`config.mk`:
```
export PLATFORM = sky130hd
export DESIGN_NAME = wam_scan
export DESIGN_NICKNAME = d
export VERILOG_FILES = /design/src/rtl/wam_pkg.sv /design/src/rtl/wam_prescale.sv /design/src/rtl/wam_scan.sv
export SDC_FILE = /design/constraint.sdc
export NUM_CORES = 1
export LEC_CHECK = 0
export BUFFER_PORTS_ARGS = -buffer_cell sky130_fd_sc_hd__buf_2
export CAP_MARGIN = 40
export CORE_ASPECT_RATIO = 0.75
export CORE_MARGIN = 8
export CORE_UTILIZATION = 55
export CTS_CLUSTER_SIZE = 16
export DETAILED_ROUTE_END_ITERATION = 8
export PLACE_DENSITY_LB_ADDON = 0.3
export SLEW_MARGIN = 20
export SYNTH_ARGS = -nofsm -noshare
export SYNTH_HDL_FRONTEND = slang
export SYNTH_SLANG_ARGS = --single-unit
```
`constraint.sdc`:
```
create_clock -name clk -period 4.3 [get_ports clk]
set_input_delay 0.43 -clock clk [delete_from_list [all_inputs] [get_ports clk]]
set_output_delay 0.43 -clock clk [all_outputs]
set_load 0.005 [all_outputs]
```
`src/rtl/wam_pkg.sv`:
```
// wam_pkg: shared constants, types and helpers for the Whac-A-Mole
// seven-segment scan controller (wam_scan and wam_prescale).
//   - NDIG / AN_OFF      : display geometry and the all-anodes-off pattern
//   - DIG_*              : digit index constants (score low/high, timer low/high)
//   - *_DEF              : default timing parameters for the real board clock
//   - snap_t             : frame snapshot of score and timer
//   - digit_sel / an_sel : nibble selection and active-low anode one-hot
package wam_pkg;

  localparam int NDIG = 4;
  localparam logic [3:0] AN_OFF = 4'b1111;

  typedef logic [1:0] dig_idx_t;

  localparam dig_idx_t DIG_SL = 2'd0;  // score low nibble
  localparam dig_idx_t DIG_SH = 2'd1;  // score high nibble
  localparam dig_idx_t DIG_TL = 2'd2;  // timer low nibble
  localparam dig_idx_t DIG_TH = 2'd3;  // timer high nibble

  localparam int SCAN_DIV_DEF    = 50000;
  localparam int GAP_DEF         = 500;
  localparam int BLINK_SLOTS_DEF = 400;
  localparam int DIV_W_DEF       = 16;

  typedef struct packed {
    logic [7:0] score;
    logic [7:0] timer;
  } snap_t;

  // Nibble shown on digit idx, taken from the frame snapshot.
  function automatic logic [3:0] digit_sel(input snap_t s, input dig_idx_t idx);
    logic [3:0] nib;
    case (idx)
      DIG_SL:  nib = s.score[3:0];
      DIG_SH:  nib = s.score[7:4];
      DIG_TL:  nib = s.timer[3:0];
      default: nib = s.timer[7:4];
    endcase
    return nib;
  endfunction

  // Active-low anode pattern selecting exactly digit idx.
  function automatic logic [3:0] an_sel(input dig_idx_t idx);
    logic [3:0] onehot;
    onehot = 4'b0001 << idx;
    return ~onehot;
  endfunction

endpackage

```
`src/rtl/wam_prescale.sv`:
```
// wam_prescale: slot prescaler for the display scan.
// Counts 0..SCAN_DIV-1 and wraps; tick_o marks the last cycle of a slot.
//   clk_i      : system clock
//   rst_i      : synchronous active-high reset
//   tick_o     : high while the count equals SCAN_DIV-1
//   cnt_next_o : count value the prescaler will hold after this edge
module wam_prescale #(
  parameter int SCAN_DIV = 50000,
  parameter int DIV_W    = 16
) (
  input  logic             clk_i,
  input  logic             rst_i,
  output logic             tick_o,
  output logic [DIV_W-1:0] cnt_next_o
);

  localparam logic [DIV_W-1:0] LAST = DIV_W'(SCAN_DIV - 1);
  localparam logic [DIV_W-1:0] ONE  = DIV_W'(1);

  logic [DIV_W-1:0] cnt_q;
  logic [DIV_W-1:0] cnt_d;

  // Next count: increment, wrapping to zero after the last cycle of the slot.
  always_comb begin
    cnt_d = cnt_q + ONE;
    if (cnt_q == LAST) begin
      cnt_d = '0;
    end else begin
      cnt_d = cnt_q + ONE;
    end
  end

  // Count register.
  always_ff @(posedge clk_i) begin
    if (rst_i) begin
      cnt_q <= '0;
    end else begin
      cnt_q <= cnt_d;
    end
  end

  assign tick_o     = (cnt_q == LAST);
  assign cnt_next_o = cnt_d;

endmodule

```
`src/rtl/wam_scan.sv`:
```
// wam_scan: time-multiplexed scan controller for the 4-digit display.
// Digits 0-1 show the score, digits 2-3 the countdown timer. Each digit owns
// a slot of SCAN_DIV cycles whose first GAP cycles keep all anodes off.
// Inputs are snapshotted once per frame so a digit pair never tears.
//   clk         : system clock
//   rst         : synchronous active-high reset
//   score/timer : two-nibble values, shown as-is
//   lzb_en      : blank zero high nibbles (digits 1 and 3)
//   blink_en    : blink the whole display every BLINK_SLOTS slots
//   an          : active-low anodes, at most one low
//   dnum        : nibble for the external segment decoder
//   frame_start : one-cycle pulse in the first cycle of slot 0
module wam_scan
  import wam_pkg::*;
#(
  parameter int SCAN_DIV    = SCAN_DIV_DEF,
  parameter int GAP         = GAP_DEF,
  parameter int BLINK_SLOTS = BLINK_SLOTS_DEF,
  parameter int DIV_W       = DIV_W_DEF
) (
  input  logic       clk,
  input  logic       rst,
  input  logic [7:0] score,
  input  logic [7:0] timer,
  input  logic       lzb_en,
  input  logic       blink_en,
  output logic [3:0] an,
  output logic [3:0] dnum,
  output logic       frame_start
);

  localparam int BW = (BLINK_SLOTS > 1) ? $clog2(BLINK_SLOTS) : 1;
  localparam logic [BW-1:0]    BLAST = BW'(BLINK_SLOTS - 1);
  localparam logic [BW-1:0]    BONE  = BW'(1);
  localparam logic [DIV_W-1:0] GAP_C = DIV_W'(GAP);

  logic             slot_tick;
  logic [DIV_W-1:0] presc_next;

  dig_idx_t    idx_q,   idx_d;
  snap_t       snap_q,  snap_d;
  logic [BW-1:0] bcnt_q, bcnt_d;
  logic        bph_q,   bph_d;
  logic        fs_q,    fs_d;
  logic [3:0]  an_q,    an_d;
  logic [3:0]  dnum_q,  dnum_d;
  logic        blank;

  wam_prescale #(
    .SCAN_DIV (SCAN_DIV),
    .DIV_W    (DIV_W)
  ) u_presc (
    .clk_i      (clk),
    .rst_i      (rst),
    .tick_o     (slot_tick),
    .cnt_next_o (presc_next)
  );

  // Slot sequencing, frame snapshot and blink timing.
  always_comb begin
    idx_d  = idx_q;
    snap_d = snap_q;
    fs_d   = 1'b0;
    bcnt_d = bcnt_q;
    bph_d  = bph_q;

    if (slot_tick) begin
      idx_d = idx_q + 2'd1;
      // Latch the inputs only at the 3->0 wrap so a whole frame is coherent.
      if (idx_q == DIG_TH) begin
        snap_d.score = score;
        snap_d.timer = timer;
        fs_d         = 1'b1;
      end else begin
        snap_d = snap_q;
      end
    end else begin
      idx_d = idx_q;
    end

    // Blink is parked at visible while disabled so enabling starts lit.
    if (!blink_en) begin
      bcnt_d = '0;
      bph_d  = 1'b1;
    end else if (slot_tick) begin
      if (bcnt_q == BLAST) begin
        bcnt_d = '0;
        bph_d  = ~bph_q;
      end else begin
        bcnt_d = bcnt_q + BONE;
      end
    end else begin
      bcnt_d = bcnt_q;
    end
  end

  // Output decode from next state so the registered pins line up with the slot.
  always_comb begin
    dnum_d = digit_sel(snap_d, idx_d);
    blank  = 1'b0;
    an_d   = AN_OFF;

    // Only high nibbles are zero-blanked so a plain "0" still shows.
    blank = (lzb_en && (idx_d == DIG_SH) && (snap_d.score[7:4] == 4'h0)) ||
            (lzb_en && (idx_d == DIG_TH) && (snap_d.timer[7:4] == 4'h0)) ||
            (blink_en && !bph_d);

    if ((presc_next < GAP_C) || blank) begin
      an_d = AN_OFF;
    end else begin
      an_d = an_sel(idx_d);
    end
  end

  // State and output registers.
  always_ff @(posedge clk) begin
    if (rst) begin
      idx_q  <= DIG_SL;
      snap_q <= '0;
      bcnt_q <= '0;
      bph_q  <= 1'b1;
      fs_q   <= 1'b0;
      an_q   <= AN_OFF;
      dnum_q <= 4'h0;
    end else begin
      idx_q  <= idx_d;
      snap_q <= snap_d;
      bcnt_q <= bcnt_d;
      bph_q  <= bph_d;
      fs_q   <= fs_d;
      an_q   <= an_d;
      dnum_q <= dnum_d;
    end
  end

  assign an          = an_q;
  assign dnum        = dnum_q;
  assign frame_start = fs_q;

endmodule

```
==> results of run 1 <==
-- stage by stage --
stage | utilization [%] | power [mW]
6_report | 61.7 | 0.826
5_1_grt | 61.7 | 0.858
4_1_cts | 61.7 | 0.837
3_5_place_dp | 59.6 | 0.539
3_3_place_gp | 59.5 | 0.539
2_1_floorplan | - | 0.523
-- state kept, by name, summed over array words and instances (netlist names) --
| signal | cells |
|---|---|
| dnum | 4 |
| frame_start | 1 |
| bph_q | 1 |
| u_presc.cnt_q | 16 |
| snap_q | 16 |
| bcnt_q | 9 |
| idx_q | 2 |
| an | 4 |
-- cell families (layout without fill, tap and decap cells) --
group / after synthesis / count (layout) / synth area share (%)
buffers and inverters: 26 / 49 / 4.25
AO/OA/AOI/OAI: 42 / 42 / 11.0
XOR/XNOR: 22 / 22 / 7.40
flip-flops: 53 / 53 / 39.2
adder cells (fa/ha/maj): 3 / 3 / 1.39
multiplexers: 21 / 21 / 8.92
AND/OR/NAND/NOR: 141 / 141 / 27.8
-- synth_stat cells (5+ instances only) --
cell type  number  area, um2
nor2_1         41        154
nand4_1         6       37.5
a21oi_1        16       80.1
nor4_1          6       37.5
xnor2_1        13        114
mux2_2          5       56.3
inv_1          10       37.5
nor3_1          6       30.0
mux2i_1        14        140
dfxtp_1        53       1060
nand2_1        40        150
nand3_1         8       40.0
xor2_1          8       70.1
clkbuf_1       12       45.0
-- layout by cell type, fill, tap and decap left out, types with 5 or more instances in the layout --
cell	netlist	final
nand4_1	6	6
xnor2_1	13	13
xor2_1	8	8
mux2_2	5	5
dfxtp_1	53	53
mux2i_1	14	14
nand2_1	40	40
nor4_1	6	6
clkbuf_8	0	7
inv_1	10	10
nand3_1	8	8
buf_2	2	28
nor2_1	41	41
nor3_1	6	6
a21oi_1	16	16
-- area by class of cell --
cell class | instances | area, um2 | share of cell area (%)
Multi-Input combinational cell | 229 | 1540 | 51.8
Sequential cell | 53 | 1060 | 35.7
Timing Repair Buffer | 31 | 159 | 5.35
Clock buffer | 7 | 96.3 | 3.24
Tap cell | 60 | 75.1 | 2.53
Inverter | 10 | 37.5 | 1.26
Clock inverter | 1 | 5.00 | 0.168
-- metal layers --
layer / GRT usage [%] / vias up
met5: 0 / -
met4: 4.90 / 0
met3: 4.21 / 6
met2: 22.6 / 41
met1: 20.8 / 1019
li1: - / 1115
-- where the power goes --
part | internal (mW) | leakage (nW) | switching (mW)
Clock | 0.146 | 0.0542 | 0.152
Sequential | 0.493 | 0.428 | 0.00401
Combinational | 0.0120 | 0.611 | 0.0187
-- how the worst max path moves through the flow --
| stage | cells past startpoint | start | end |
|---|---|---|---|
| after floorplan | 8 | u_presc.cnt_q[4] | an[2] |
| after global placement | 6 | u_presc.cnt_q[12] | an[2] |
| after detailed placement | 6 | u_presc.cnt_q[12] | an[2] |
| after CTS | 6 | u_presc.cnt_q[12] | an[2] |
| after global routing | 7 | idx_q[0] | an[2] |
| final | 6 | u_presc.cnt_q[12] | an[2] |
==> summary.md, run 1 <==
Run status
- status: finished clean

Clocking
- total clock buffers created by CTS: 5
- # hold bufs at CTS: 0
- CTS tree: built
- Bufs on Longest Clock Path: 2
- setup fix buffers added after clock tree synthesis: 0
- clock tree root buffer cell: clkbuf_8
- number of levels the H-tree was split into: 2
- post-CTS sizing: 0
- Worst-Skew Late Latency: 0.30 ns
- clock sink total: 53
- CTS clk-pin slew, worst paths: 0.09 ns

Die
- Core ar.: 4820 um2
- DIE AREA: 7440 um2
- row cnt: 22
- Vert. Die Dim: 76.8 um
- width of the die: 97 um
- Initial Utilization: 56.2%
- count of pins on the block boundary: 29

STA
- slew margin rel.: 46.9%
- Layout Skew: 0.00557 ns
- Setup Viol. Count Final: 0
- fin crit share: 68.1%
- RSZ-0062 raised after global routing: no
- maximum clock frequency: 342 MHz
- count of final hold-check violations: 0
- final max-slew violation count: 0
- setup slack of the critical path after layout: 1.37 ns
- transition time at the pin with the least slew margin: 0.790 ns
- post-route setup TNS: 0 ns
- crit path time final: 2.93 ns
- worst-case hold slack: 0.367 ns

Global routing
- total congestion overflow after global routing: 0
- via count of the first global-routing pass: 2103
- initial antenna violation count: 0
- largest net degree at the start of global routing: 33
- first-pass GRT wire length: 9.61 mm
- global-route total usage across every layer: 15.3%

Finish
- fill cell count: 422
- layout cells sized above 1: 18.7%
- Non-Filler Instances: 391
- final net count: 353
- number of antenna repair diodes: 0
- growth of design area from synthesis to finish: 9.85%
- post-route cell area: 2970 um2

Route
- WL/cell: 14.5 um
- detailed router's first-iteration violation count: 158
- via count of the routed design: 2181
- remaining design rule violation count: 0
- detailed-routing iteration count for the pre-antenna-repair pass: 4
- highest layer used for signal routing: met4
- wire length on met2: 2.40 mm
- routed metal-1 wire length: 2.96 mm
- Detail Route Antenna Nets: 0
- via count normalized by instance count: 5.58
- total length of routed met3 wires: 265 um
- post-detailed-routing wire length: 5.67 mm

Synth
- sequential fraction of the synthesis area: 39.2%
- number of synthesized flops with an enable pin: 0
- Unique masters post-synth: 53
- async set or reset register ratio after synthesis: 0%
- Synth Register Bits: 53
- Post-Synthesis Cell Area: 2710 um2
- Post-Syn Area per Cell: 8.79 um2
- synthesis warning total: 0
- post-synthesis net count: 331
- Post-Synthesis Cells: 308
- Post-synth top flop: dfxtp_1

Setup path
- crit end category: flop
- cells along the critical path: or4bb_1 > nor4_4 > mux2_2 > a41oi_1 > o221ai_2 > or3b_1
- Worst Setup Path Type: reg2reg
- flop-to-flop setup slack: 1.37 ns
- maximum fanout along the worst path: 9
- reg2reg path depth: 6
- startpoint class of the critical path: flop
- combined buffer and inverter count along the critical path: 0
- CP Data Required Time: 4.48 ns
- data arrival time at the worst-slack endpoint: 3.11 ns
- Reg-to-Reg End: an[2]
- slowest stage cell on the critical path: or4bb_1
- cell family contributing the most delay on the critical path: simple AND/OR/NAND/NOR gates
- startpoint of the worst-slack reg-to-reg timing path: u_presc.cnt_q[12]
- critical path's largest stage delay: 0.67 ns

Placed design
- area after detailed placement: 2870 um2
- quantity of I/O buffers inserted on ports: 28
- placed cells: 383
- final weighted congestion in routability-driven placement: 0.852
- post-detailed-placement half-perimeter wirelength: 4.23 mm
- setup slack after placement: 1.40 ns

Power
- Cell Pwr Density: 278 nW/um2
- worst IR drop on VDD: 0.000262 V
- leakage dissipation: 1.09 nW

Hold path
- Worst Hold Path EP: an[3]
- worst min-delay path class: in2reg
- WHS Path Cells: 2
- start point of the worst hold path: lzb_en

Flow run
- Maximum Capacitance Violations: 0

Note: power is estimated with default switching activity, not from simulation.
==> run 2, diff against run 1 <==
Clock period 4.3 ns to 3 ns, I/O delays scaled along.
==> run 2 against run 1 <==
  * Non-clock buffer count grew 4
  * Flip-flop and latch count is the same
  * Die area is the same
  * Largest cell class unchanged
==> summary.md, run 2 (synthesis results as in run 1) <==
Power
- clock network fraction of design power: 37.9%
- logic gate share of total power: 3.7%
- Pint: 0.966 mW
- leakage dissipation: 1.12 nW
- sw power: 0.253 mW
- proportion of total power due to net switching: 20.7%
- worst IR drop on VDD: 0.000356 V
- sequential share of power: 58.4%
- Cell Pwr Density: 405 nW/um2

Setup path
- startpoint class of the critical path: flop
- reg2reg path depth: 6
- Worst Setup Path Type: reg2reg
- startpoint of the worst-slack reg-to-reg timing path: u_presc.cnt_q[12]
- data arrival time at the worst-slack endpoint: 2.81 ns
- maximum fanout along the worst path: 6
- crit end category: flop
- CP Data Required Time: 3.19 ns
- Reg-to-Reg End: an[2]
- flop-to-flop setup slack: 0.38 ns

Clocking
- CTS tree: built
- clock sink total: 53
- setup fix buffers added after clock tree synthesis: 0
- clock tree root buffer cell: clkbuf_8
- Worst-Skew Late Latency: 0.30 ns
- # hold bufs at CTS: 0
- number of levels the H-tree was split into: 2
- total clock buffers created by CTS: 5
- post-CTS sizing: 0
- CTS clk-pin slew, worst paths: 0.09 ns
- Bufs on Longest Clock Path: 2

Finish
- layout cells sized above 1: 19.8%
- final net count: 357
- post-route cell area: 3010 um2
- number of antenna repair diodes: 0
- final design utilization: 62.5%
- registers with the highest flip-flop counts: snap_q x16, u_presc.cnt_q x16, bcnt_q x9
- Non-Filler Instances: 394
- leading cell type in the layout, fill and taps excluded: dfxtp_1
- growth of design area from synthesis to finish: 11.2%
- most frequent cells in the layout: dfxtp_1, nor2_1, nand2_1

Global routing
- first-pass GRT wire length: 10.3 mm
- global-route total usage across every layer: 16.4%
- initial antenna violation count: 0
- total congestion overflow after global routing: 0
- largest net degree at the start of global routing: 33
- via count of the first global-routing pass: 2201

Route
- detailed-routing iteration count for the pre-antenna-repair pass: 4
- detailed router's first-iteration violation count: 209
- Detail Route Antenna Nets: 0
- via count of the routed design: 2268
- via count normalized by instance count: 5.76
- WL/cell: 15.3 um
- post-detailed-routing wire length: 6.04 mm
- remaining design rule violation count: 0

STA
- Setup Viol. Count Final: 0
- fin crit share: 87.3%
- slew margin rel.: 43.9%
- Layout Skew: 0.00421 ns
- crit path time final: 2.62 ns
- transition time at the pin with the least slew margin: 0.836 ns
- count of final hold-check violations: 0
- RSZ-0062 raised after global routing: no
- setup slack of the critical path after layout: 0.382 ns
- final max-slew violation count: 0
- maximum clock frequency: 382 MHz
- post-route setup TNS: 0 ns

Die
- DIE AREA: 7440 um2
- Vert. Die Dim: 76.8 um
- count of pins on the block boundary: 29
- Core ar.: 4820 um2
- Initial Utilization: 56.2%
- row cnt: 22
- width of the die: 97 um

Placed design
- post-detailed-placement half-perimeter wirelength: 4.50 mm
- quantity of I/O buffers inserted on ports: 28
- placed cells: 387
- final weighted congestion in routability-driven placement: 0.888
- area after detailed placement: 2910 um2
- setup slack after placement: 0.406 ns

Flow run
- Maximum Capacitance Violations: 0

Hold path
- Worst Hold Path EP: snap_q[0]
- worst min-delay path class: in2reg
- start point of the worst hold path: timer[0]
- WHS Path Cells: 3

Run status
- status: finished clean

[run 2: worst max-delay path by stage]
stage / startpoint / to / slack [ns] / depth (start not counted)
2_1_floorplan: u_presc.cnt_q[4] / an[2] / 0.28 / 8
3_3_place_gp: u_presc.cnt_q[12] / an[2] / 0.43 / 6
4_1_cts: u_presc.cnt_q[12] / an[2] / 0.39 / 6
3_5_place_dp: u_presc.cnt_q[5] / an[2] / 0.41 / 6
6_report: u_presc.cnt_q[12] / an[2] / 0.38 / 6
5_1_grt: u_presc.cnt_q[0] / an[2] / 0.18 / 7
[run 2: per-layer routing]
metal | up-vias | routed length, um | GRT usage (%)
met5 | - | 0 | 0
met4 | 0 | 76 | 4.44
met3 | 9 | 311 | 3.94
met2 | 66 | 2640 | 26.3
met1 | 1069 | 3020 | 21.3
li1 | 1124 | - | -
[run 2: layout make-up]
class,instances,area [um2]
fill,409,1810
multi-input combinational,229,1540
sequential,53,1060
timing repair buffer,35,193
tap,60,75.1
clock buffer,5,68.8
inverter,10,37.5
clock inverter,2,35.0
[run 2: worst max-delay path: stages, from the launching register on]
cell      delay [ns]
dfxtp_1         0.38
or4bb_1         0.68
nor4_4          0.33
mux2_2          0.37
a41oi_1         0.23
o221ai_2        0.14
or3b_1          0.37
[run 2: per-stage QoR]
stage / total power [mW] / hold slack, ns
2_1_floorplan: 0.749 / 0.415
4_1_cts: 1.23 / 0.238
3_3_place_gp: 0.772 / 0.443
6_report: 1.22 / 0.246
3_5_place_dp: 0.773 / 0.449
5_1_grt: 1.27 / 0.240
[run 2: power by group through the flow]
stage                     clock network [mW]  registers (mW)  logic (mW)
after floorplan                            0           0.725      0.0237
after global placement                     0           0.728      0.0439
after detailed placement                   0           0.728      0.0443
after CTS                              0.474           0.712      0.0445
after global routing                   0.504           0.713      0.0499
final                                  0.463           0.712      0.0445
